--- config.mk ---
export PLATFORM = sky130hd
export DESIGN_NAME = ext_irq_arbiter
export DESIGN_NICKNAME = d
export VERILOG_FILES = /design/src/rtl/ext_irq_arbiter.sv
export SDC_FILE = /design/constraint.sdc
export NUM_CORES = 1
export LEC_CHECK = 0
export CAP_MARGIN = 20
export CORE_MARGIN = 2
export CORE_UTILIZATION = 55
export CTS_CLUSTER_DIAMETER = 200
export DETAILED_ROUTE_END_ITERATION = 16
export DONT_BUFFER_PORTS = 1
export GPL_TIMING_DRIVEN = 0
export PLACE_DENSITY = 0.7
export RECOVER_POWER = 100
export SLEW_MARGIN = 5
export SYNTH_ARGS = -nofsm -noshare
export SYNTH_HDL_FRONTEND = slang
export SYNTH_SLANG_ARGS = --single-unit
--- constraint.sdc ---
create_clock -name clock -period 23.5 [get_ports clock]
set_input_delay 4.7 -clock clock [delete_from_list [all_inputs] [get_ports clock]]
set_output_delay 4.7 -clock clock [all_outputs]
set_load 0.005 [all_outputs]
--- src/rtl/ext_irq_arbiter.sv ---
// External interrupt arbiter: per-source level gateways, programmable
// priority/enable/threshold, claim/complete through a single-cycle register
// port, and a registered ext_int toward the machine-mode trap unit.
module ext_irq_arbiter #(
  parameter int unsigned NUM_SRC = 8,
  parameter int unsigned PRIO_W  = 3
) (
  input  logic               clock,
  input  logic               reset,
  input  logic [NUM_SRC-1:0] irq_src,
  input  logic               reg_valid,
  input  logic               reg_write,
  input  logic [7:0]         reg_addr,
  input  logic [31:0]        reg_wdata,
  output logic               reg_rvalid,
  output logic [31:0]        reg_rdata,
  output logic               ext_int
);

  localparam logic [1:0] GW_IDLE    = 2'd0;
  localparam logic [1:0] GW_PENDING = 2'd1;
  localparam logic [1:0] GW_CLAIMED = 2'd2;

  localparam logic [5:0] WORD_PENDING = 6'h20;
  localparam logic [5:0] WORD_ENABLE  = 6'h21;
  localparam logic [5:0] WORD_THRESH  = 6'h22;
  localparam logic [5:0] WORD_CLAIM   = 6'h23;

  logic [5:0]        word;
  logic              rd_req;
  logic              wr_req;
  logic              claim_go;
  logic              complete_go;
  logic [4:0]        complete_id;
  logic [NUM_SRC:1]  enable_q;
  logic [NUM_SRC:1]  pending;
  logic [PRIO_W-1:0] threshold_q;
  logic [4:0]        best_id;
  logic [PRIO_W-1:0] best_prio;
  logic [4:0]        win_id;
  logic [PRIO_W-1:0] win_prio;
  logic [PRIO_W-1:0] rd_prio;
  logic [31:0]       rd_data;
  logic              unused_bits;

  assign word        = reg_addr[7:2];
  assign rd_req      = reg_valid && !reg_write;
  assign wr_req      = reg_valid && reg_write;
  // A claim that would return 0 is a plain read and must not disturb the winner.
  assign claim_go    = rd_req && (word == WORD_CLAIM) && (best_id != '0);
  assign complete_go = wr_req && (word == WORD_CLAIM);
  assign complete_id = reg_wdata[4:0];

  // best_prio is kept alongside best_id for observability only.
  assign unused_bits = ^{reg_addr[1:0], reg_wdata, best_prio};

  // Per-source gateway, priority register and one link of the arbitration and
  // priority read-back chains; each link only replaces on a strictly higher
  // priority, so the lowest ID wins ties.
  for (genvar g = 1; g <= NUM_SRC; g++) begin : g_src
    logic [1:0]        state_q;
    logic [PRIO_W-1:0] prio_q;
    logic              eligible;
    logic              take;
    logic [4:0]        prev_id;
    logic [PRIO_W-1:0] prev_prio;
    logic [PRIO_W-1:0] prev_rd;
    logic [4:0]        win_id_l;
    logic [PRIO_W-1:0] win_prio_l;
    logic [PRIO_W-1:0] rd_prio_l;

    if (g == 1) begin : g_head
      assign prev_id   = '0;
      assign prev_prio = '0;
      assign prev_rd   = '0;
    end else begin : g_link
      assign prev_id   = g_src[g-1].win_id_l;
      assign prev_prio = g_src[g-1].win_prio_l;
      assign prev_rd   = g_src[g-1].rd_prio_l;
    end

    // Priority register write.
    always_ff @(posedge clock or posedge reset) begin
      if (reset) begin
        prio_q <= '0;
      end else if (wr_req && (word == 6'(g))) begin
        prio_q <= reg_wdata[PRIO_W-1:0];
      end
    end

    // Gateway: latch a level once, hold through claim, re-arm on complete.
    always_ff @(posedge clock or posedge reset) begin
      if (reset) begin
        state_q <= GW_IDLE;
      end else begin
        case (state_q)
          GW_IDLE:    if (irq_src[g-1]) state_q <= GW_PENDING;
          GW_PENDING: if (claim_go && (best_id == 5'(g))) state_q <= GW_CLAIMED;
          GW_CLAIMED: if (complete_go && (complete_id == 5'(g))) state_q <= GW_IDLE;
          default:    state_q <= GW_IDLE;
        endcase
      end
    end

    assign pending[g]  = (state_q == GW_PENDING);
    assign eligible    = pending[g] && enable_q[g] && (prio_q > threshold_q);
    assign take        = eligible && (prio_q > prev_prio);
    assign win_id_l    = take ? 5'(g) : prev_id;
    assign win_prio_l  = take ? prio_q : prev_prio;
    assign rd_prio_l   = prev_rd | ((word == 6'(g)) ? prio_q : '0);
  end

  assign win_id   = g_src[NUM_SRC].win_id_l;
  assign win_prio = g_src[NUM_SRC].win_prio_l;
  assign rd_prio  = g_src[NUM_SRC].rd_prio_l;

  // Enable and threshold registers.
  always_ff @(posedge clock or posedge reset) begin
    if (reset) begin
      enable_q    <= '0;
      threshold_q <= '0;
    end else if (wr_req) begin
      if (word == WORD_ENABLE) enable_q    <= reg_wdata[NUM_SRC:1];
      if (word == WORD_THRESH) threshold_q <= reg_wdata[PRIO_W-1:0];
    end
  end

  // Registered winner; a claim blanks it for one edge so the claimed ID
  // cannot be returned twice before its gateway leaves PENDING.
  always_ff @(posedge clock or posedge reset) begin
    if (reset) begin
      best_id   <= '0;
      best_prio <= '0;
      ext_int   <= 1'b0;
    end else if (claim_go) begin
      best_id   <= '0;
      best_prio <= '0;
      ext_int   <= 1'b0;
    end else begin
      best_id   <= win_id;
      best_prio <= win_prio;
      ext_int   <= (win_id != '0);
    end
  end

  // Read data mux; unmapped words fall through as zero.
  always_comb begin
    rd_data               = '0;
    rd_data[PRIO_W-1:0]   = rd_prio;
    case (word)
      WORD_PENDING: rd_data[NUM_SRC:1]  = pending;
      WORD_ENABLE:  rd_data[NUM_SRC:1]  = enable_q;
      WORD_THRESH:  rd_data[PRIO_W-1:0] = threshold_q;
      WORD_CLAIM:   rd_data[4:0]        = best_id;
      default:      ;
    endcase
  end

  // Registered read response, one cycle after the accepted read.
  always_ff @(posedge clock or posedge reset) begin
    if (reset) begin
      reg_rvalid <= 1'b0;
      reg_rdata  <= '0;
    end else begin
      reg_rvalid <= rd_req;
      if (rd_req) reg_rdata <= rd_data;
    end
  end

endmodule

=== Word-level counts from Yosys, hierarchy flattened ===
Index checks and enable logic that the tools add are counted.
W data, S select, Z words.

* Register bits: 67
* Bits of input ports: 52
* Output and inout bits: 34
* Word-level logic and storage cells: 248

* Order comparisons: 16
* Equal/unequal tests: 68
* Mux-type cells: 61
* Bitwise gates (word level): 7
* Reductions and logical operators: 74

{| class="wikitable"
|+ Operators by type and width
! operator !! number
|-
| $mux W3 || 19
|-
| $pmux W2 S3 || 9
|-
| $logic_and A1 B1 Y1 || 53
|-
| $mux W2 || 26
|-
| $gt A3 B3 Y1 || 15
|-
| $eq A5 B3 Y1 const B || 8
|-
| $ne A2 B2 Y1 const B || 16
|-
| $eq A6 B3 Y1 const B || 4
|-
| $eq A6 B6 Y1 const B || 4
|-
| $reduce_and A3 Y1 || 8
|-
| $or A3 B3 Y3 || 7
|-
| $eq A5 B2 Y1 const B || 4
|-
| $eq A2 B1 Y1 const B || 8
|-
| $eq A2 B2 Y1 const B || 8
|-
| $logic_not A2 Y1 || 8
|-
| $ne A2 B1 Y1 const B || 8
|-
| $eq A6 B2 Y1 const B || 2
|-
| $eq A5 B1 Y1 const B || 2
|-
| $eq A5 B4 Y1 const B || 2
|-
| $reduce_bool A5 Y1 || 2
|-
| $mux W4 || 2
|-
| $pmux W2 S4 || 1
|-
| $pmux W4 S2 || 1
|-
| $eq A6 B1 Y1 const B || 1
|-
| 6 further kinds || 8
|}

=== Logic depth before layout (Yosys ltp) ===
* Word-level depth: 28
* Gate-level depth with buffers: 46
* Gate-level depth less buffers: 46

=== Least setup slack after synthesis ===
No wires, ideal clock.

* Path type: flip-flop to flip-flop
* Start point: reg threshold_q[2]
* End point: reg ext_int
* Library setup time: 0.133 ns
* Data arrival time: 8.650 ns
* Data required time: 23.367 ns
* Slack: 14.718 ns
* Stages on the path, launching flop included: 46
* Buffers on the path: 0
* Period minus slack after synthesis: 8.782 ns
* Cells stage by stage: dfrtp_1 > inv_1 > ha_1 > nand2_1 > o21ai_0 > nand3_1 > ha_1 > nand3b_1 > a22o_1 > nor2_4 > mux2_2 > ha_1 > nand3_1 > nand4_2 > o211a_1 > o21bai_1 > ha_1 > and3_2 > [10 not listed] > inv_1 > a221o_1 > a31oi_2 > o21ai_2 > mux2_4 > ha_1 > nand3_1 > nand4_1 > a21oi_1 > o21a_1 > and2_1 > a31oi_1 > ha_1 > nor2b_1 > o21a_1 > o221ai_1 > nor2b_1 > a31oi_1

* Cells in the longest elaborated chain, start to end: 27
* Elaborated cells between the ends (all ways): 48
* Those cells by class: order compare (15); mux (16); reduce/logical (17)

{| class="wikitable"
|+ Ends and longest elaborated chain
! item !! line !! source
|-
| from (decl) || 37 || <nowiki>logic [PRIO_W-1:0] threshold_q;</nowiki>
|-
| from (signal assigned) || 124 || <nowiki>if (word == WORD_THRESH) threshold_q <= reg_wdata[PRIO_W-1:0];</nowiki>
|-
| $gt A3 B3 Y1 || 106 || <nowiki>assign eligible = pending[g] && enable_q[g] && (prio_q > threshold_q);</nowiki>
|-
| $logic_and A1 B1 Y1 || 106 ||
|-
| $logic_and A1 B1 Y1 || 107 || <nowiki>assign take = eligible && (prio_q > prev_prio);</nowiki>
|-
| $mux W3 || 109 || <nowiki>assign win_prio_l = take ? prio_q : prev_prio;</nowiki>
|-
| $gt A3 B3 Y1 || 107 ||
|-
| $logic_and A1 B1 Y1 || 107 ||
|-
| $mux W3 || 109 ||
|-
| $gt A3 B3 Y1 || 107 ||
|-
| [11 not listed] || -- ||
|-
| $gt A3 B3 Y1 || 107 ||
|-
| $logic_and A1 B1 Y1 || 107 ||
|-
| $mux W3 || 109 ||
|-
| $gt A3 B3 Y1 || 107 ||
|-
| $logic_and A1 B1 Y1 || 107 ||
|-
| $mux W4 * || 108 || <nowiki>assign win_id_l = take ? 5'(g) : prev_id;</nowiki>
|-
| $reduce_bool A5 Y1 * || 142 || <nowiki>ext_int <= (win_id != '0);</nowiki>
|-
| $mux W1 * || 135 || <nowiki>end else if (claim_go) begin</nowiki>
|-
| to (signal assigned) || 142 ||
|-
| to (decl) || 17 || <nowiki>output logic ext_int</nowiki>
|}

Every way passes the cells marked *; elsewhere a longest branch is shown, timed or not.
A chain may end at the register's enable or synchronous reset.

=== Worst setup path in the final report ===
* Start point: reg threshold_q[2]
* End point: reg best_id[1]

* Cells in the longest elaborated chain, start to end: 26
* Elaborated cells between the ends (all ways): 46
* Those cells by class: order compare (15); mux (15); reduce/logical (16)

{| class="wikitable"
|+ Ends and longest elaborated chain
! item !! line !! source
|-
| $gt A3 B3 Y1 || 106 ||
|-
| $logic_and A1 B1 Y1 || 106 ||
|-
| $logic_and A1 B1 Y1 || 107 ||
|-
| $mux W3 || 109 ||
|-
| $gt A3 B3 Y1 || 107 ||
|-
| $logic_and A1 B1 Y1 || 107 ||
|-
| $mux W3 || 109 ||
|-
| $gt A3 B3 Y1 || 107 ||
|-
| [10 not listed] || -- ||
|-
| $mux W3 || 109 ||
|-
| $gt A3 B3 Y1 || 107 ||
|-
| $logic_and A1 B1 Y1 || 107 ||
|-
| $mux W3 || 109 ||
|-
| $gt A3 B3 Y1 || 107 ||
|-
| $logic_and A1 B1 Y1 || 107 ||
|-
| $mux W4 * || 108 ||
|-
| $mux W4 * || 135 ||
|-
| to (signal assigned) || 140 || <nowiki>best_id <= win_id;</nowiki>
|-
| to (decl) || 38 || <nowiki>logic [4:0] best_id;</nowiki>
|}

Marks and branches as above.

==> summary.txt <==
Status
  – Run status: finished, violations left
  – Failing checks: max-capacitance violations, max-slew violations

Floorplanning
  – Core Region: between 0.008 and 0.009 mm^2
  – I/O pin count: 86
  – Die width: 96.9 um
  – Die Y: approximately 97 um
  – Cell row count: 33
  – Initial core utilization: 57.2%
  – Die ar.: about 0.0094 mm^2

Timing
  – Final hold vios: 0
  – Fin crit period: approximately 11 ns
  – Tcrit/Tclk final: 47.6%
  – Worst slew pin tran: 2.91 ns
  – Final Slew Violations: 77
  – Worst slew margin: -95.1%
  – RSZ-0062 raised after global routing: no
  – Hold WS: approximately 0.49 ns
  – Setup WS post-layout: approximately 12 ns
  – Final setup vio count: 0
  – Setup TNS: 0 ns
  – Worst clock skew: 0.00934 ns
  – FMAX: just under 0.09 GHz

Drt
  – Wire per inst: 19.1 um
  – Drt total wl: approximately 12 mm
  – Metal3 WL: 889 um
  – Vias per cell: a little over 6
  – Met2 WL: 5.96 mm
  – DR DRC count: 0
  – First DRT Iteration DRCs: between 200 and 300
  – Routed Antenna Nets: 0
  – Met1 wire length: 5.44 mm
  – DR pass1 iterations: 6
  – Top Metal Used: met4
  – Total number of vias: ~4000

Logic synthesis
  – Top_reg_cell synth: dfrtp_1
  – Post-synth EDFFs: 0
  – XOR/XNOR Fraction of Synth Area: 0%
  – Ys Warns: 0
  – Post-synth ARST share: 100%
  – Main combinational cell family by area after synthesis: simple AND/OR/NAND/NOR gates
  – Synth Area in Adders: 11.0%
  – Post-Synthesis Cells: just over 500
  – Post-synthesis mux area share: 9.30%
  – Simple-Gate Fraction of Synth Area: 19.8%
  – Post-synthesis cell area: 0.00475 mm^2
  – Compound-Gate Fraction of Synth Area: 18.6%
  – Synth cell types: 69
  – Synth Register Bits: 66
  – Syn Area/Cell: 9.36 um^2
  – Register area share after synthesis: between 30% and 40%

Global route
  – GR Util All Layers: 27.2%
  – Antenna violations before repair: 0
  – First-pass GRT wire length: 20.2 mm
  – Largest net degree at the start of global routing: 67
  – Total global routing overflow: 0
  – Vias in the first global route: around 3900

CTS
  – Worst-Skew Late Latency: 0.35 ns
  – Maximum clock path buffer count: 2
  – Setup Fix Bufs, Post-CTS: 0
  – Clock Sinks: 66
  – H-tree depth: 3
  – Post-CTS resize count: 0
  – CTS tree: yes
  – Clk root buf: clkbuf_8
  – Worst-path clk slew: ~0.08 ns
  – Cts bufs inserted: 9
  – Hold_buf cts: 0

Placement
  – GPL Wtd Cong: 0.912
  – Dpl cell area: between 0.004 and 0.005 mm^2
  – Place WS: 13.13 ns
  – Placed Cells: approximately 630
  – Port bufs: 0
  – HPWL after DPL: between 9 and 10 mm

Layout
  – Fillers: 736
  – Commonest non-fill, non-tap cell in the layout: dfrtp_1
  – Most frequent cells in the layout: 66 x dfrtp_1, 51 x nand2_1, 41 x ha_1, 38 x o21ai_0, 29 x mux2_2
  – Fin cells: between 600 and 700
  – Final Cell Area: 0.00510 mm^2
  – ANT cells: 0
  – P&R area growth vs syn: 7.43%
  – Share of cells above drive strength 1: 15.2%
  – # nets final: roughly 640

Job
  – Max_cap viols: 2

Critical path
  – CP Launch Point: threshold_q[2]$_DFFE_PP0P_
  – R2r worst-path depth: between 40 and 50
  – Setup Crit Path Kind: reg2reg
  – Worst Path Max Fanout: 9
  – CP arrival: between 10 and 15 ns
  – R2r endpoint: best_id[1]$_DFF_PP0_
  – CP required: 23.74 ns
  – Critical path endpoint category: flop
  – Cell mode on critical path: ha_1
  – R2R Setup Slk: 12.32 ns
  – Worst path slowest cell: a311oi_1
  – Max incr delay on CP: 0.43 ns
  – Reg2reg start: threshold_q[2]$_DFFE_PP0P_
  – Worst Setup EP: best_id[1]$_DFF_PP0_
  – Critical Path Source Type: flop

Min path
  – Hold Path Class: reg2reg

Power and ir drop
  – Lkg Pwr: ~2.3 nW
  – Pwr dens: 55.0 mW/mm^2
  – VDD IR max: 0.0375 mV
logic make-up (layout without fill, tap and decap cells):
logic type / count (synthesis) / after routing
adder cells (fa/ha/maj): 42 / 42
other: 1 / 23
buffers and inverters: 58 / 76
AO/OA/AOI/OAI: 129 / 129
multiplexers: 35 / 35
AND/OR/NAND/NOR: 176 / 176
flip-flops: 66 / 66
synthesized netlist by cell type, drive strengths merged (7+ instances only):
library cell / n / share of area (%)
nor2b: 15 / 2.0
o21a: 9 / 1.6
nand3: 29 / 3.3
clkbuf: 10 / 0.79
nand4: 9 / 1.3
ha: 41 / 11
inv: 25 / 2.0
and2: 7 / 0.95
buf: 23 / 3.6
mux2: 30 / 7.2
nand3b: 7 / 1.1
a21oi: 25 / 2.6
nor2: 27 / 2.3
o21ai: 41 / 4.5
dfrtp: 66 / 35
nand2: 51 / 4.0
a31oi: 7 / 1.1
final cells by class:
type                            count  area (um^2)  share of cell area, %
Timing Repair Buffer                2         7.51                  0.147
Clock buffer                       11          131                   2.58
Buffer                             33          210                   4.12
Sequential cell                    66         1650                   32.4
Tap cell                          105          131                   2.58
Multi-Input combinational cell    405         2840                   55.7
Clock inverter                      5         31.3                  0.613
Inverter                           25         95.1                   1.86
registers in the layout, summed over array words and instances, names as in the netlist:
register / flops
ext_int: 1
g_src.state_q: 16
g_src.prio_q: 24
threshold_q: 3
reg_rdata: 9
reg_rvalid: 1
best_id: 4
enable_q: 8
per-layer routing:
layer  vias up  track usage (%)
li1       1897                -
met5         -                0
met1      1933             36.9
met4         0             6.50
met2       156             45.6
met3        22             4.91
stage by stage:
| stage | power [mW] | util [%] |
|---|---|---|
| after floorplan | 0.181 | - |
| after global placement | 0.197 | 59.8 |
| after detailed placement | 0.199 | 59.8 |
| after CTS | 0.281 | 61.8 |
| after global routing | 0.296 | 61.5 |
| final | 0.280 | 61.5 |
report_power, final:
part	internal [mW]	switching (mW)	total [mW]
sequential	0.122	0.0109	0.132
combinational	0.0278	0.0374	0.0652
clock	0.0379	0.0448	0.0828
total	0.187	0.0931	0.280
worst max-delay path: cells and delay by family, from the launching register on:
| kind | cells | cell delay, ns |
|---|---|---|
| AO/OA/AOI/OAI | 16 | 4.06 |
| multiplexers | 3 | 1.09 |
| AND/OR/NAND/NOR | 15 | 2.66 |
| buffers and inverters | 2 | 0.51 |
| flip-flops | 1 | 0.38 |
| adder cells (fa/ha/maj) | 8 | 2.33 |
worst min-delay path by stage:
stage | startpoint | end | slack [ns] | depth (start not counted)
after floorplan | g_src[7].state_q[1]$_DFFE_PP0P_ | g_src[7].state_q[1]$_DFFE_PP0P_ | 0.46 | 1
after global placement | g_src[3].state_q[1]$_DFFE_PP0P_ | g_src[3].state_q[1]$_DFFE_PP0P_ | 0.48 | 1
after detailed placement | g_src[7].state_q[1]$_DFFE_PP0P_ | g_src[7].state_q[1]$_DFFE_PP0P_ | 0.48 | 1
after CTS | g_src[7].state_q[1]$_DFFE_PP0P_ | g_src[7].state_q[1]$_DFFE_PP0P_ | 0.49 | 1
after global routing | g_src[3].state_q[1]$_DFFE_PP0P_ | g_src[3].state_q[1]$_DFFE_PP0P_ | 0.51 | 1
final | g_src[7].state_q[1]$_DFFE_PP0P_ | g_src[7].state_q[1]$_DFFE_PP0P_ | 0.49 | 1
Note: power is estimated with default switching activity, not from simulation.
